`src/rtl/crc_pkg.sv`:
```
// Shared types and constants for the CRC job scheduler: FSM states, op codes,
// default CRC parameters and the length-code decoder.
package crc_pkg;

   typedef enum logic [2:0] {IDLE, LOAD, SHIFT, FLUSH, DONE} state_t;

   localparam int         CRC_W_DEF = 4;
   localparam logic [3:0] POLY_DEF  = 4'b0011;

   localparam logic OP_ENC = 1'b0;
   localparam logic OP_CHK = 1'b1;

   typedef struct packed {
      logic [1:0] nbytes;
      logic [3:0] last_bits;
   } len_info_t;

   // Encode lengths 8/16/20 bits, check lengths 12/20/24 bits; the final byte
   // carries only the bits that remain, left-aligned.
   function automatic len_info_t len_info(input logic op, input logic [1:0] len);
      len_info_t li;
      li = '{nbytes: 2'd1, last_bits: 4'd8};
      if (op == OP_ENC) begin
         case (len)
            2'd0:    li = '{nbytes: 2'd1, last_bits: 4'd8};
            2'd1:    li = '{nbytes: 2'd2, last_bits: 4'd8};
            default: li = '{nbytes: 2'd3, last_bits: 4'd4};
         endcase
      end else begin
         case (len)
            2'd0:    li = '{nbytes: 2'd2, last_bits: 4'd4};
            2'd1:    li = '{nbytes: 2'd3, last_bits: 4'd4};
            default: li = '{nbytes: 2'd3, last_bits: 4'd8};
         endcase
      end
      return li;
   endfunction

endpackage

```
`src/rtl/crc_job_sched_if.sv`:
```
// Request, message-byte and result bus between the framers and the scheduler.
// master = framer/consumer side, slave = scheduler side.
interface crc_job_sched_if
   import crc_pkg::*;
#(
   parameter int NREQ  = 2,
   parameter int CRC_W = CRC_W_DEF
);
   logic [NREQ-1:0]   req;
   logic [NREQ-1:0]   req_op;
   logic [2*NREQ-1:0] req_len;
   logic [NREQ-1:0]   gnt;
   logic [7:0]        din;
   logic              din_valid;
   logic              din_ready;
   logic              res_valid;
   logic              res_ready;
   logic [CRC_W-1:0]  res_crc;
   logic              res_err;
   logic [1:0]        res_id;

   modport master (
      output req, req_op, req_len, din, din_valid, res_ready,
      input  gnt, din_ready, res_valid, res_crc, res_err, res_id
   );

   modport slave (
      input  req, req_op, req_len, din, din_valid, res_ready,
      output gnt, din_ready, res_valid, res_crc, res_err, res_id
   );
endinterface

```
`src/rtl/crc_bit_div.sv`:
```
// Bit-serial CRC remainder register: one message bit per enabled cycle,
// generator = x^CRC_W + POLY.
module crc_bit_div
   import crc_pkg::*;
#(
   parameter int               CRC_W = CRC_W_DEF,
   parameter logic [CRC_W-1:0] POLY  = CRC_W'(POLY_DEF)
) (
   input  logic             clk,
   input  logic             rst,
   input  logic             clr,
   input  logic             en,
   input  logic             bit_in,
   output logic [CRC_W-1:0] rem
);
   logic [CRC_W-1:0] rem_reg;
   logic [CRC_W-1:0] rem_next;
   logic [CRC_W-1:0] shifted;

   // Shift left by one, feed bit_in at the bottom, fold the outgoing MSB back in.
   generate
      for (genvar gi = 0; gi < CRC_W; gi++) begin : g_fb
         if (gi == 0) begin : g_lsb
            assign shifted[gi] = bit_in ^ (rem_reg[CRC_W-1] & POLY[gi]);
         end else begin : g_upper
            assign shifted[gi] = rem_reg[gi-1] ^ (rem_reg[CRC_W-1] & POLY[gi]);
         end
      end
   endgenerate

   always_comb begin
      rem_next = rem_reg;
      if (clr)
         rem_next = '0;
      else if (en)
         rem_next = shifted;
   end

   always_ff @(posedge clk) begin
      if (rst)
         rem_reg <= '0;
      else
         rem_reg <= rem_next;
   end

   assign rem = rem_reg;
endmodule

```
`src/rtl/crc_job_sched.sv`:
```
// Round-robin scheduler sharing one bit-serial CRC divider between requesters.
// Define CRC_SCHED_STATS_EN to add the stat_jobs/stat_errs handshake counters.
module crc_job_sched
   import crc_pkg::*;
#(
   parameter int               NREQ  = 2,
   parameter int               CRC_W = CRC_W_DEF,
   parameter logic [CRC_W-1:0] POLY  = CRC_W'(POLY_DEF)
) (
   input  logic              clk,
   input  logic              rst,
   crc_job_sched_if.slave    bus,
   output logic              busy
`ifdef CRC_SCHED_STATS_EN
  ,output logic [15:0]       stat_jobs,
   output logic [15:0]       stat_errs
`endif
);
   state_t            state_reg, state_next;
   logic [NREQ-1:0]   gnt_reg, gnt_next;
   logic [1:0]        gid_reg, gid_next;
   logic [1:0]        ptr_reg, ptr_next;
   logic              op_reg, op_next;
   logic [1:0]        bytes_left_reg, bytes_left_next;
   logic [3:0]        last_bits_reg, last_bits_next;
   logic [7:0]        shift_reg, shift_next;
   logic [3:0]        bit_cnt_reg, bit_cnt_next;

   logic              any_req;
   logic [1:0]        sel_idx;
   logic [NREQ-1:0]   sel_onehot;
   logic              sel_op;
   logic [1:0]        sel_len;
   len_info_t         sel_info;
   logic              owner_req;
   logic [1:0]        ptr_adv;
   logic              div_clr, div_en, div_bit;
   logic [CRC_W-1:0]  rem;
   logic              din_ready_int, res_valid_int, res_hs;

   // First requester at or after the pointer wins; scan far-to-near so the nearest overrides.
   always_comb begin
      int k;
      any_req = 1'b0;
      sel_idx = ptr_reg;
      for (int i = NREQ - 1; i >= 0; i--) begin
         k = int'(ptr_reg) + i;
         if (k >= NREQ)
            k = k - NREQ;
         if (bus.req[k]) begin
            any_req = 1'b1;
            sel_idx = 2'(k);
         end
      end
   end

   generate
      for (genvar gi = 0; gi < NREQ; gi++) begin : g_sel
         assign sel_onehot[gi] = (sel_idx == 2'(gi));
      end
   endgenerate

   always_comb begin
      sel_len = 2'd0;
      for (int i = 0; i < NREQ; i++)
         if (sel_onehot[i])
            sel_len = bus.req_len[2*i +: 2];
   end

   assign sel_op    = |(bus.req_op & sel_onehot);
   assign sel_info  = len_info(sel_op, sel_len);
   assign owner_req = |(bus.req & gnt_reg);
   assign ptr_adv   = (gid_reg == 2'(NREQ - 1)) ? 2'd0 : gid_reg + 2'd1;
   assign res_hs    = res_valid_int & bus.res_ready;

   always_comb begin
      state_next      = state_reg;
      gnt_next        = gnt_reg;
      gid_next        = gid_reg;
      ptr_next        = ptr_reg;
      op_next         = op_reg;
      bytes_left_next = bytes_left_reg;
      last_bits_next  = last_bits_reg;
      shift_next      = shift_reg;
      bit_cnt_next    = bit_cnt_reg;
      div_clr         = 1'b0;
      div_en          = 1'b0;
      div_bit         = 1'b0;
      din_ready_int   = 1'b0;
      res_valid_int   = 1'b0;

      case (state_reg)
         IDLE: begin
            if (any_req) begin
               state_next      = LOAD;
               gnt_next        = sel_onehot;
               gid_next        = sel_idx;
               op_next         = sel_op;
               bytes_left_next = sel_info.nbytes;
               last_bits_next  = sel_info.last_bits;
               div_clr         = 1'b1;
            end
         end
         LOAD: begin
            din_ready_int = 1'b1;
            if (!owner_req) begin
               state_next = IDLE;
               gnt_next   = '0;
               ptr_next   = ptr_adv;
            end else if (bus.din_valid) begin
               state_next      = SHIFT;
               shift_next      = bus.din;
               bytes_left_next = bytes_left_reg - 2'd1;
               bit_cnt_next    = (bytes_left_reg == 2'd1) ? last_bits_reg : 4'd8;
            end
         end
         SHIFT: begin
            if (!owner_req) begin
               state_next = IDLE;
               gnt_next   = '0;
               ptr_next   = ptr_adv;
            end else begin
               div_en       = 1'b1;
               div_bit      = shift_reg[7];
               shift_next   = {shift_reg[6:0], 1'b0};
               bit_cnt_next = bit_cnt_reg - 4'd1;
               if (bit_cnt_reg == 4'd1) begin
                  if (bytes_left_reg != 2'd0) begin
                     state_next = LOAD;
                  end else if (op_reg == OP_ENC) begin
                     state_next   = FLUSH;
                     bit_cnt_next = 4'(CRC_W);
                  end else begin
                     state_next = DONE;
                  end
               end
            end
         end
         FLUSH: begin
            if (!owner_req) begin
               state_next = IDLE;
               gnt_next   = '0;
               ptr_next   = ptr_adv;
            end else begin
               div_en       = 1'b1;
               bit_cnt_next = bit_cnt_reg - 4'd1;
               if (bit_cnt_reg == 4'd1)
                  state_next = DONE;
            end
         end
         DONE: begin
            // Requests dropping here are ignored: the result always drains.
            res_valid_int = 1'b1;
            if (res_hs) begin
               state_next = IDLE;
               gnt_next   = '0;
               ptr_next   = ptr_adv;
            end
         end
         default: state_next = IDLE;
      endcase
   end

   always_ff @(posedge clk) begin
      if (rst) begin
         state_reg      <= IDLE;
         gnt_reg        <= '0;
         gid_reg        <= 2'd0;
         ptr_reg        <= 2'd0;
         op_reg         <= 1'b0;
         bytes_left_reg <= 2'd0;
         last_bits_reg  <= 4'd0;
         shift_reg      <= 8'd0;
         bit_cnt_reg    <= 4'd0;
      end else begin
         state_reg      <= state_next;
         gnt_reg        <= gnt_next;
         gid_reg        <= gid_next;
         ptr_reg        <= ptr_next;
         op_reg         <= op_next;
         bytes_left_reg <= bytes_left_next;
         last_bits_reg  <= last_bits_next;
         shift_reg      <= shift_next;
         bit_cnt_reg    <= bit_cnt_next;
      end
   end

   crc_bit_div #(
      .CRC_W (CRC_W),
      .POLY  (POLY)
   ) u_div (
      .clk    (clk),
      .rst    (rst),
      .clr    (div_clr),
      .en     (div_en),
      .bit_in (div_bit),
      .rem    (rem)
   );

   assign bus.gnt       = gnt_reg;
   assign bus.din_ready = din_ready_int;
   assign bus.res_valid = res_valid_int;
   assign bus.res_crc   = res_valid_int ? rem : '0;
   assign bus.res_err   = res_valid_int & op_reg & (|rem);
   assign bus.res_id    = res_valid_int ? gid_reg : 2'd0;
   assign busy          = (state_reg != IDLE);

`ifdef CRC_SCHED_STATS_EN
   logic [15:0] stat_jobs_reg, stat_errs_reg;

   always_ff @(posedge clk) begin
      if (rst) begin
         stat_jobs_reg <= 16'd0;
         stat_errs_reg <= 16'd0;
      end else if (res_hs) begin
         if (stat_jobs_reg != 16'hFFFF)
            stat_jobs_reg <= stat_jobs_reg + 16'd1;
         if (bus.res_err && stat_errs_reg != 16'hFFFF)
            stat_errs_reg <= stat_errs_reg + 16'd1;
      end
   end

   assign stat_jobs = stat_jobs_reg;
   assign stat_errs = stat_errs_reg;
`endif
endmodule

```
`src/flat_wrapper.sv`:
```
// flat-port wrapper written by rule: the top's interface ports become plain ports
module crc_job_sched_flat import crc_pkg::*;
#(
   parameter int               NREQ  = 2,
   parameter int               CRC_W = CRC_W_DEF,
   parameter logic [CRC_W-1:0] POLY  = CRC_W'(POLY_DEF)
)
  (clk, rst, busy, bus_req, bus_req_op, bus_req_len, bus_din, bus_din_valid, bus_res_ready, bus_gnt, bus_din_ready, bus_res_valid, bus_res_crc, bus_res_err, bus_res_id);
  crc_job_sched_if #(.NREQ(NREQ), .CRC_W(CRC_W)) bus_i ();
  input  logic clk;
  input  logic rst;
  output logic busy;
  input wire logic [$bits(bus_i.req)-1:0] bus_req;
  input wire logic [$bits(bus_i.req_op)-1:0] bus_req_op;
  input wire logic [$bits(bus_i.req_len)-1:0] bus_req_len;
  input wire logic [$bits(bus_i.din)-1:0] bus_din;
  input wire logic [$bits(bus_i.din_valid)-1:0] bus_din_valid;
  input wire logic [$bits(bus_i.res_ready)-1:0] bus_res_ready;
  output wire logic [$bits(bus_i.gnt)-1:0] bus_gnt;
  output wire logic [$bits(bus_i.din_ready)-1:0] bus_din_ready;
  output wire logic [$bits(bus_i.res_valid)-1:0] bus_res_valid;
  output wire logic [$bits(bus_i.res_crc)-1:0] bus_res_crc;
  output wire logic [$bits(bus_i.res_err)-1:0] bus_res_err;
  output wire logic [$bits(bus_i.res_id)-1:0] bus_res_id;
  assign bus_i.req = bus_req;
  assign bus_i.req_op = bus_req_op;
  assign bus_i.req_len = bus_req_len;
  assign bus_i.din = bus_din;
  assign bus_i.din_valid = bus_din_valid;
  assign bus_i.res_ready = bus_res_ready;
  assign bus_gnt = bus_i.gnt;
  assign bus_din_ready = bus_i.din_ready;
  assign bus_res_valid = bus_i.res_valid;
  assign bus_res_crc = bus_i.res_crc;
  assign bus_res_err = bus_i.res_err;
  assign bus_res_id = bus_i.res_id;
  crc_job_sched #(.NREQ(NREQ), .CRC_W(CRC_W), .POLY(POLY)) u_core (.clk(clk), .rst(rst), .bus(bus_i), .busy(busy));
endmodule
```
`config.mk`:
```
export PLATFORM = sky130hd
export DESIGN_NAME = crc_job_sched_flat
export DESIGN_NICKNAME = d
export VERILOG_FILES = /design/src/rtl/crc_pkg.sv /design/src/rtl/crc_job_sched_if.sv /design/src/rtl/crc_bit_div.sv /design/src/rtl/crc_job_sched.sv /design/src/flat_wrapper.sv
export SDC_FILE = /design/constraint.sdc
export NUM_CORES = 1
export LEC_CHECK = 0
export ABC_CLOCK_PERIOD_IN_PS = 2150
export CORE_ASPECT_RATIO = 1.25
export CORE_MARGIN = 10
export CORE_UTILIZATION = 52
export CTS_CLUSTER_SIZE = 8
export DETAILED_ROUTE_END_ITERATION = 7
export PLACE_DENSITY = 0.85
export REMOVE_ABC_BUFFERS = 1
export SLEW_MARGIN = 20
export SYNTH_ARGS = -nofsm -noshare
export SYNTH_HDL_FRONTEND = slang
export SYNTH_HIERARCHICAL = 1
export SYNTH_SLANG_ARGS = --single-unit
export TNS_END_PERCENT = 5
```
`constraint.sdc`:
```
create_clock -name clk -period 2.15 [get_ports clk]
set_clock_uncertainty 0.1 [all_clocks]
set_input_delay 0.43 -clock clk [delete_from_list [all_inputs] [get_ports clk]]
set_output_delay 0.43 -clock clk [all_outputs]
set_load 0.03 [all_outputs]
```
==> out/qor.txt, run 1 <==
CP Launch Point = u_core/state_reg[0]
Hold path start = u_core/shift_reg[0]
Io pins = 32
Initial antenna violation count = 0
Grt ovf = 0
Synthesis Warnings = 6
Reg-to-Reg Start = u_core/bit_cnt_reg[0]
Slowest cell on the critical path = dfxtp_1
Die Wd = 72.5 µm
TritonCTS clock tree = done
Status = finished clean
Fin. Hold Viols = 0
Area grow syn2layout = 30.7%
Asr flop ratio synth = 0%
GPL Wtd Cong = 0.881
Clk buf depth = 2
Maxcap violations = 0
Count leader, synth = dfxtp_1
Largest family of logic cells by synthesized area = simple AND/OR/NAND/NOR gates
Fin. max-slew vios = 0
Floorplan core area = 0.00325 mm²
Cell taking the most area after synthesis = dfxtp_1
Syn Inst Count = 205
WL final = 4360 µm
Critical path class = register to output port
Vias in the first global route = 1608
Port Buffers = 31
Synth Area in XOR/XNOR = 2.93%
Seq/Total Area, Yosys = 33.5%
Skew-Pair Late Insertion Delay = 0.28 ns
Layout net count = 277
CTS Hold Bufs = 0
Max Clk Rate = 491 MHz
Worst Setup End Kind = output port
DRT iter0 DRCs = 156
GRT Total Usage = 14.4%
CP peak stage delay = 0.38 ns
Worst slew margin = 76.4%
Final setup TNS = 0 ns
Floorplan row count = 23
Min Hold Slack = 0.372 ns
Worst Hold Path Cells = 2
Fin crit share = 94.8%
Worst Path Arrival = 1.51 ns
Post-Synthesis Cell Area = 0.00179 mm²
CTS Sinks = 30
Slew @ Worst Pin = 0.354 ns
Die height = 85.7 µm
Tmin final = 2.04 ns
Worst Path Max Fanout = 8
Post-synthesis mux area share = 7.40%
Pin count of the biggest net entering global routing = 32
# H-tree levels = 2
Post-synthesis simple-gate area fraction = 25.2%
Post-synth top cells = dfxtp_1, nor2_1, a21oi_1, mux2i_1
Reg2reg path depth = 6
Clk slew on worst S/H paths = 0.07 ns
Cts bufs inserted = 5
Synth Flop Type = dfxtp_1
Distinct cells, synth = 55
Die Footprint = 0.00621 mm²
Leakage = 0.000916 µW
Top delay family on crit path = simple AND/OR/NAND/NOR gates
Final setup fails = 0
CP required = 1.62 ns
Critical Path Most Common Cell = buf_4
DR WL/cell = 15.0 µm
VDD IR max = 0.649 mV
Via density = 5.62
DRC errors left = 0
PwrDens = 651 mW/mm²
Post-synth EDFFs = 0
Post-Synth Adder-Cell Area = 3.42%
Cells after DPL = 281
Post-layout util = 72.1%
Critical path depth in cells = 4
Max reg flops = 8
CP startpoint kind = register
Initial Util = 55.1%
Root buffer cell = clkbuf_8
Syn_area_per_cell = 8.75 µm²
Share of cells above drive strength 1 = 22.4%
Remaining antenna violation count = 0
Cell Chain, Critical Path = buf_4 > nor3b_4 > and3_1 > buf_4
Vias = 1635
WP buf/inv = 2
DP HPWL = 3250 µm
Flops & latches, synth = 30
Complex-gate fraction of the synthesized area = 20.3%
Global-route wire length before repair = 7420 µm
Top cell type's share of synthesized area = 33.5%
Total power = 1520 µW
Top cells by area, synth = dfxtp_1, mux2i_1, nor2_1, a211oi_1, a21oi_1
ANT cells = 0
Drt pass-1 iters = 4
Finished Layout Cells = 291
Worst hold path type = register to register
RSZ-0062 raised after global routing = false
## final timing paths
kind / to / slack [ns]
setup / recovery: bus_res_err / 0.11
hold / removal: u_core/shift_reg[0] / 0.37
setup reg to reg: u_core/state_reg[2] / 0.20
hold reg to reg: u_core/shift_reg[0] / 0.37
## worst min-delay path, stage by stage, from the launching register on
cell and delay (ns):
dfxtp_1 0.31, nand2b_1 0.06, a21oi_1 0.05
## through the flow
| stage | setup slack (ns) | area (µm²) |
|---|---|---|
| 6_report | 0.113 | 2340 |
| 5_1_grt | 0.0253 | 2340 |
| 4_1_cts | 0.0415 | 2330 |
| 2_1_floorplan | 0.121 | 1700 |
| 3_3_place_gp | -0.0846 | 2220 |
| 3_5_place_dp | -0.124 | 2220 |
## where the power goes
| group | leakage (µW) | switching, µW | internal [µW] |
|---|---|---|---|
| logic | 0.000614 | 177 | 173 |
| clock network | 0.0000579 | 216 | 341 |
| registers | 0.000244 | 29.7 | 588 |
## per-layer routing
metal	vias to the layer above	GRT usage [%]	wire length [µm]
li1	821	-	-
met1	761	16.2	1820
met2	44	24.4	2220
met3	9	3.46	232
met4	0	7.09	84
met5	-	0	0
## layout by cell type, fill, tap and decap left out, types with 3 or more instances in the layout
cell type        Yosys  routed
and2_1               7       7
a211oi_1            10      10
buf_4                6      30
a21oi_1             11      11
nand2b_1             4       4
o21ai_0              4       4
nor2_1              26      26
mux2i_1             11      11
or3_1                3       3
a22o_1               4       4
dfxtp_1             30      30
inv_1               10      10
nand2_1             10      10
ha_1                 4       4
nor3_1               9       9
xnor2_1              5       5
clkdlybuf4s50_1      0      21
clkbuf_8             0       5
## cell families after synthesis
group	Yosys count
fa+ha+maj	5
flops	30
compound gates	47
simple gates	80
buf+inv	24
mux	13
xor+xnor	6
## repair_timing
action                                  CTS  global route
pin swaps                                 0             1
gates cloned                              0             0
buffers inserted                          0             2
resized for setup                         1             0
endpoints found under the setup margin    1             6
## final cells by class
type | instances | area (µm²)
fillers | 256 | 908
inverters | 11 | 41.3
repair buffers | 54 | 484
clock buffers | 5 | 68.8
well taps | 37 | 46.3
flip-flops and latches | 30 | 601
multi-input cells | 151 | 1060
clock inverters | 3 | 40.0
No activity file was read; power rests on OpenSTA's default activity.
==> inputs of run 2 (changes only) <==
Settings changed: GPL_TIMING_DRIVEN set to 0.
==> run 2 against run 1 <==
Effect of this change: die area unchanged; via count shrank 6.7%; flip-flop and latch count unchanged; critical path depth is 1 lower; wire length is 11% lower; critical endpoint unchanged; largest cell class unchanged; largest power group unchanged.
==> out/qor.txt, run 2 (same netlist as run 1, synthesis figures left out) <==
Status = finished clean
Pin count of the biggest net entering global routing = 32
DP HPWL = 2780 µm
Max Clk Rate = 469 MHz
CTS Sinks = 30
Reg-to-Reg Start = u_core/state_reg[1]
Initial antenna violation count = 0
Fin. Hold Viols = 0
DP Worst Slack = -0.491 ns
Floorplan core area = 0.00325 mm²
Clk buf depth = 2
Top delay family on crit path = simple AND/OR/NAND/NOR gates
CP startpoint kind = register
Layout net count = 256
VDD IR max = 0.573 mV
Die Footprint = 0.00621 mm²
RSZ-0062 raised after global routing = true
Critical path class = register to output port
Max reg flops = 8
Leakage = 0.000811 µW
Port Buffers = 31
Drt pass-1 iters = 4
Sequential Area = 607 µm²
Slowest cell on the critical path = or4_1
WL final = 3890 µm
Commonest cells after routing, fill and taps aside = dfxtp_1, nor2_1, clkdlybuf4s50_1, mux2i_1, a21oi_1
Clk slew on worst S/H paths = 0.06 ns
Floorplan row count = 23
Vias in the first global route = 1517
Global-route wire length before repair = 6650 µm
Grt ovf = 0
Fill cells = 277
Skew-Pair Late Insertion Delay = 0.28 ns
Area grow syn2layout = 21.8%
Fin crit share = 99.2%
WP buf/inv = 1
Slew @ Worst Pin = 0.637 ns
Fin. max-slew vios = 0
Via density = 5.65
ANT cells = 0
Maxcap violations = 0
Final setup fails = 0
GRT Total Usage = 12.8%
CP peak stage delay = 0.53 ns
Root buffer cell = clkbuf_8
Finished Layout Cells = 270
CP Launch Point = u_core/u_div/rem[2]
DRC errors left = 0
Initial Util = 55.1%
Cts bufs inserted = 5
PwrDens = 631 mW/mm²
Worst hold path type = register to register
Worst Path Arrival = 1.60 ns
DR WL/cell = 14.4 µm
Cell Chain, Critical Path = or4_1 > and3_1 > clkdlybuf4s15_2
Most common cell after layout, fill and taps aside = dfxtp_1
GPL Wtd Cong = 0.805
Hold path start = u_core/shift_reg[0]
Die Wd = 72.5 µm
Die height = 85.7 µm
DRT iter0 DRCs = 83
Worst slew margin = 57.4%
# H-tree levels = 2
Vias = 1526
Remaining antenna violation count = 0
TritonCTS clock tree = done
Final setup margin = 0.0166 ns
Worst Setup End Kind = output port
Cells after DPL = 260
Tmin final = 2.13 ns
Multi-input logic area = 0.00109 mm²
CP required = 1.62 ns
Worst Path Max Fanout = 4
Io pins = 32
Share of cells above drive strength 1 = 14.2%
## run 2: cell types whose count changed in the layout (fill, tap and decap cells not counted), sizes merged
| cell | before | now |
|---|---|---|
| clkinv | 3 | 2 |
| bufinv | 1 | 0 |
| clkdlybuf4s15 | 0 | 7 |
| clkbuf | 5 | 8 |
| nor3b | 4 | 5 |
| dlymetal6s2s | 0 | 2 |
| clkdlybuf4s50 | 21 | 17 |
| buf | 32 | 2 |
| dlygate4sd2 | 1 | 3 |
## run 2: power breakdown
group	switching, µW	internal (µW)
clock	204	258
sequential	36.1	588
combinational	156	136
## run 2: cell type report
cell class	instances	area share (%)
inverter	11	1.89
tap	37	2.12
clock inverter	1	0.229
timing repair buffer	32	14.2
sequential	30	27.8
multi-input combinational	152	49.8
clock buffer	7	3.95
## run 2: what timing repair did
action / CTS / global route
setup endpoints to repair: 13 / 19
endpoints found under the hold margin: 0 / 0
setup buffers: 1 / 0
gates resized for setup: 19 / 11
pin swaps: 0 / 1
hold buffers: 0 / 0
cloned: 1 / 0
## run 2: through the flow
step | area (µm²) | hold WS, ns | util, % | power [µW] | setup TNS (ns)
final | 2180 | 0.371 | 67.1 | 1380 | 0
after global routing | 2180 | 0.404 | 67.1 | 1450 | -0.0368
after CTS | 2170 | 0.373 | 66.8 | 1380 | -0.149
after detailed placement | 2060 | 0.363 | 63.4 | 925 | -7.95
after global placement | 2060 | 0.358 | 63.4 | 920 | -7.51
after floorplan | 1700 | 0.340 | - | 820 | 0
## run 2: routing by layer
metal | up-vias | GRT usage, % | routed length, µm
met3 | 7 | 4.04 | 206
met1 | 690 | 14.1 | 1650
met5 | - | 0 | 0
met4 | 0 | 6.23 | 91
met2 | 45 | 21.6 | 1940
li1 | 784 | - | -
## run 2: path summary, 6_finish.rpt
check	to	slack, ns	cells past startpoint
setup reg to reg	u_core/bit_cnt_reg[2]	0.13	4
hold reg to reg	u_core/shift_reg[0]	0.37	2
hold / removal	u_core/shift_reg[0]	0.37	2
setup / recovery	bus_res_err	0.02	3
## run 2: tightest hold or removal path, cell delays in order, from the launching register on
cell	delay, ns
dfxtp_1	0.31
nand2b_1	0.06
a21oi_1	0.05
==> patch 1: new RTL, config.mk and constraints of run 1 <==
The 5 states of `state_t` get a one-hot encoding in 5 bits.
--- a/src/rtl/crc_pkg.sv
+++ b/src/rtl/crc_pkg.sv
@@ -2,7 +2,7 @@
 // default CRC parameters and the length-code decoder.
 package crc_pkg;
 
-   typedef enum logic [2:0] {IDLE, LOAD, SHIFT, FLUSH, DONE} state_t;
+   typedef enum logic [4:0] {IDLE = 5'b00001, LOAD = 5'b00010, SHIFT = 5'b00100, FLUSH = 5'b01000, DONE = 5'b10000} state_t;
 
    localparam int         CRC_W_DEF = 4;
    localparam logic [3:0] POLY_DEF  = 4'b0011;
Formal check against the unedited RTL: same outputs for any inputs over 10 cycles, from zero or initial values and one cycle with rst high; not proved beyond that.
==> patch 1 against run 1 <==
  * Routed wire length rose by 27%
  * Utilization up 2.3 points
  * Via count is 16% higher
  * Total power rose by 21%
  * Sequential cell count up 2
  * Critical path type unchanged
  * Worst setup slack got worse by 0.089 ns
  * Hold slack gained 0.0056 ns
  * Area after synthesis is 6.8% higher
  * Cell area up 11%
  * Synthesized cell count rose by 7.8%
  * Sequential power is 13% higher
  * Count of clock-buffer cells in the layout increased by 1
==> patch 1: results (changes against run 1) <==
status=completed (unchanged); Synth cell types=62 (was 55); Clock Latency Late Sink=0.30 ns (was 0.28 ns); Least-Margin Pin Slew=0.527 ns (was 0.354 ns); CP arrival=1.60 ns (was 1.51 ns); drt total wl=5520 µm (was 4360 µm); DP Wirelength=4240 µm (was 3250 µm); critical path peak fanout=6 (was 8); Area after DPL=2450 µm² (was 2220 µm²); fin crit period=2.13 ns (was 2.04 ns); Pleak=1.07 nW (was 0.916 nW); Reg2Reg Depth=5 (was 6); vias in the first global route=1931 (was 1608); DR iter-0 viols=109 (was 156); Hold Slack=0.377 ns (was 0.372 ns); first-pass GRT wire length=8780 µm (was 7420 µm); worst reg2reg setup slack=0.05 ns (was 0.20 ns); gpl congestion=0.908 (was 0.881); Hold Path Origin=u_core/bytes_left_reg[1]$_SDFFE_PP0P_ (was u_core/shift_reg[0]$_SDFFE_PP0P_); Vias/cell=5.87 (was 5.62); largest net degree at the start of global routing=16 (was 32); Crit-path slowest cell=nor4_4 (was dfxtp_1); critical path's largest stage delay=0.43 ns (was 0.38 ns); share of cells above drive strength 1=0.256 (was 0.224); placed insts=313 (was 281)
patch 1: cell families (layout without fill, tap and decap cells):
kind of cell,after synthesis,count (layout),synth area share
buf+inv,25,89,0.0588
xor+xnor,6,6,0.0274
mux,12,12,0.0634
simple gates,85,85,0.250
flops,32,32,0.334
fa+ha+maj,5,5,0.0314
compound gates,56,56,0.235
patch 1: metal layers:
layer	GRT usage	up-vias	routed length, µm
li1	-	936	-
met1	0.163	871	2080
met2	0.318	71	2920
met3	0.0487	23	283
met4	0.0933	0	238
met5	0	-	0
patch 1: what timing repair did:
action	CTS	global route
resized for setup	5	6
hold buffers	0	0
setup endpoints to repair	6	9
pin swaps	1	1
buffers inserted	0	3
patch 1: cell type report:
type | count | area [µm²]
repair buffers | 67 | 579
multi-input cells | 164 | 1180
clock inverters | 2 | 35.0
well taps | 39 | 48.8
flip-flops and latches | 32 | 646
fillers | 257 | 902
clock buffers | 6 | 72.6
inverters | 14 | 53.8
patch 1: power groups by stage:
stage | Clock, mW | Sequential (mW) | Combinational [mW]
2_1_floorplan | 0 | 0.711 | 0.295
4_1_cts | 0.580 | 0.695 | 0.544
3_5_place_dp | 0 | 0.704 | 0.541
5_1_grt | 0.610 | 0.704 | 0.607
3_3_place_gp | 0 | 0.702 | 0.531
6_report | 0.579 | 0.698 | 0.564
patch 1: worst max-delay path: cells and delay by family (launching register included):
| family | cells | cell delay (ns) |
|---|---|---|
| AND/OR/NAND/NOR | 2 | 0.54 |
| flip-flops | 1 | 0.39 |
| buffers and inverters | 3 | 0.37 |
patch 1: final timing paths:
path | endpoint
hold reg to reg | u_core/bytes_left_reg[1]$_SDFFE_PP0P_
setup reg to reg | u_core/ptr_reg[0]$_SDFFE_PP0P_
setup / recovery | bus_din_ready
hold / removal | u_core/bytes_left_reg[1]$_SDFFE_PP0P_
==> patch 2: new RTL, flow settings as in run 1 <==
Made on the original files. The package constant `CRC_W_DEF` goes from 4 to 3.
--- a/src/rtl/crc_pkg.sv
+++ b/src/rtl/crc_pkg.sv
@@ -4,7 +4,7 @@
 
    typedef enum logic [2:0] {IDLE, LOAD, SHIFT, FLUSH, DONE} state_t;
 
-   localparam int         CRC_W_DEF = 4;
+   localparam int         CRC_W_DEF = 3;
    localparam logic [3:0] POLY_DEF  = 4'b0011;
 
    localparam logic OP_ENC = 1'b0;
Interface: changed (resized bus_res_crc); port bits go from 32 to 31. The function was not compared with the original's and may differ.
==> patch 2 against run 1 <==
  * Routed wire length grew 2.3%
  * Area after synthesis fell by 4.3%
  * Cell area shrank 2.8%
  * Sequential cell count decreased by 1
  * Maximum frequency is 2.5% lower
  * Total power fell by 7.9%
  * Worst setup slack got worse by 0.051 ns
==> patch 2: results (changes against run 1) <==
initial antenna violation count=0 (unchanged); first-pass GRT wire length=7470 µm (was 7420 µm); Fillers=250 (was 256); fin crit period=2.09 ns (was 2.04 ns); top layer in use=met4 (unchanged); Cell Pwr Density=616 nW/µm² (was 651 nW/µm²); Mapped Cells=209 (was 205); ClkCell Share=0.0379 (was 0.0464); CP arrival=1.56 ns (was 1.51 ns); critical path peak fanout=8 (unchanged); Pleak=0.925 nW (was 0.916 nW); largest net degree at the start of global routing=17 (was 32); placed insts=291 (was 281); Core ar.=3190 µm² (was 3250 µm²); Clock Latency Late Sink=0.28 ns (about the same); DR WL met2=2210 µm (was 2220 µm); #FFs+latches synth=29 (was 30); Non-clock buffers=58 (was 54); DP Wirelength=3470 µm (was 3250 µm); status=completed (unchanged); ant diodes=0 (unchanged); #MultiIn Comb=155 (was 151); number of flip-flops in the largest register=8 (unchanged); clock buffer count=7 (was 5); clk buf depth=2 (unchanged); share of cells above drive strength 1=0.215 (was 0.224); Max VDD drop=0.403 mV (was 0.649 mV); via count=1687 (was 1635); Least-Margin Pin Slew=0.443 ns (was 0.354 ns); Area after DPL=2180 µm² (was 2220 µm²); Clock Pin Slew Worst Setup and Hold Paths=0.06 ns; CTS root buffer=clkbuf_8 (unchanged); fraction of registers with async set/reset=0 (unchanged); DP Worst Slack=-0.120 ns (was -0.124 ns); H-tree depth=2 (unchanged); Seq area share=0.256 (about the same); drt total wl=4460 µm (was 4360 µm); DR iter-0 viols=101 (was 156); invs w/o clock=12 (was 11); Crit-path slowest cell=dfxtp_2 (was dfxtp_1); wire length on met3=253 µm (was 232 µm); Port Buffers=30 (was 31); multi-input logic area=1000 µm² (was 1060 µm²); YS warnings=6 (unchanged); Total GRT Usage=0.147 (was 0.144); Commonest cells post-synth=dfxtp_1 (29), nor2_1 (28), o21ai_0 (16) (was dfxtp_1 (30), nor2_1 (26), a21oi_1 (11), mux2i_1 (11)); CP delay by family, top=flip-flops (was simple AND/OR/NAND/NOR gates); Non-Clock Buffer Area Fraction=0.226 (was 0.207); sequential share of the synthesized area=0.338 (was 0.335); TritonCTS Buffers=5 (unchanged); Non-Filler Instances=298 (was 291); HP Class=reg -> reg (unchanged); critical path's largest stage delay=0.43 ns (was 0.38 ns); synth top area cells=dfxtp_1 (34%), nor2_1 (6.1%), o21ai_0 (4.7%) (was dfxtp_1 (33%), mux2i_1 (6.1%), nor2_1 (5.4%)); DRT Pass-1 Iters=4 (unchanged); gpl congestion=0.937 (was 0.881); Synth top area share=0.338 (was 0.335); Synth cell types=51 (was 55); wire length on met1=1890 µm (was 1820 µm)
[patch 2: final timing paths]
check / from / to / slack, ns / cells after the start
setup / recovery: u_core/state_reg[2]$_SDFFE_PP0P_ / bus_res_err / 0.06 / 4
hold / removal: u_core/bit_cnt_reg[1]$_SDFFE_PP0P_ / u_core/bit_cnt_reg[1]$_SDFFE_PP0P_ / 0.37 / 2
setup reg to reg: u_core/bit_cnt_reg[1]$_SDFFE_PP0P_ / u_core/state_reg[2]$_SDFFE_PP0P_ / 0.11 / 7
hold reg to reg: u_core/bit_cnt_reg[1]$_SDFFE_PP0P_ / u_core/bit_cnt_reg[1]$_SDFFE_PP0P_ / 0.37 / 2
[patch 2: routing by layer]
layer | vias to the layer above | global-route usage
met3 | 15 | 0.0565
met1 | 775 | 0.153
met2 | 47 | 0.252
met5 | - | 0
met4 | 0 | 0.0653
li1 | 850 | -
[patch 2: power breakdown]
group | switching (mW) | leakage [nW] | internal (mW)
logic | 0.177 | 0.643 | 0.176
registers | 0.0307 | 0.237 | 0.569
clock network | 0.197 | 0.0443 | 0.253
total | 0.405 | 0.925 | 0.999
[patch 2: worst min-delay path: cells and delay by family, from the launching register on]
kind | cells | cell delay, ns
DFF | 1 | 0.33
AOI/OAI and AO/OA | 1 | 0.05
and+or+nand+nor | 1 | 0.05
[patch 2: logic make-up (layout without fill, tap and decap cells)]
kind of cell,count (synthesis),in the layout,share of synthesized area
mux,5,5,0.0299
simple gates,82,82,0.243
xor+xnor,4,4,0.0204
fa+ha+maj,5,5,0.0350
flops,29,29,0.338
compound gates,59,59,0.247
buf+inv,25,77,0.0860
[patch 2: what timing repair did]
item / in CTS / in global routing
endpoints found under the hold margin: 0 / 0
endpoints found under the setup margin: 3 / 3
pin swaps: 0 / 0
setup buffers: 0 / 0
resized for setup: 2 / 4
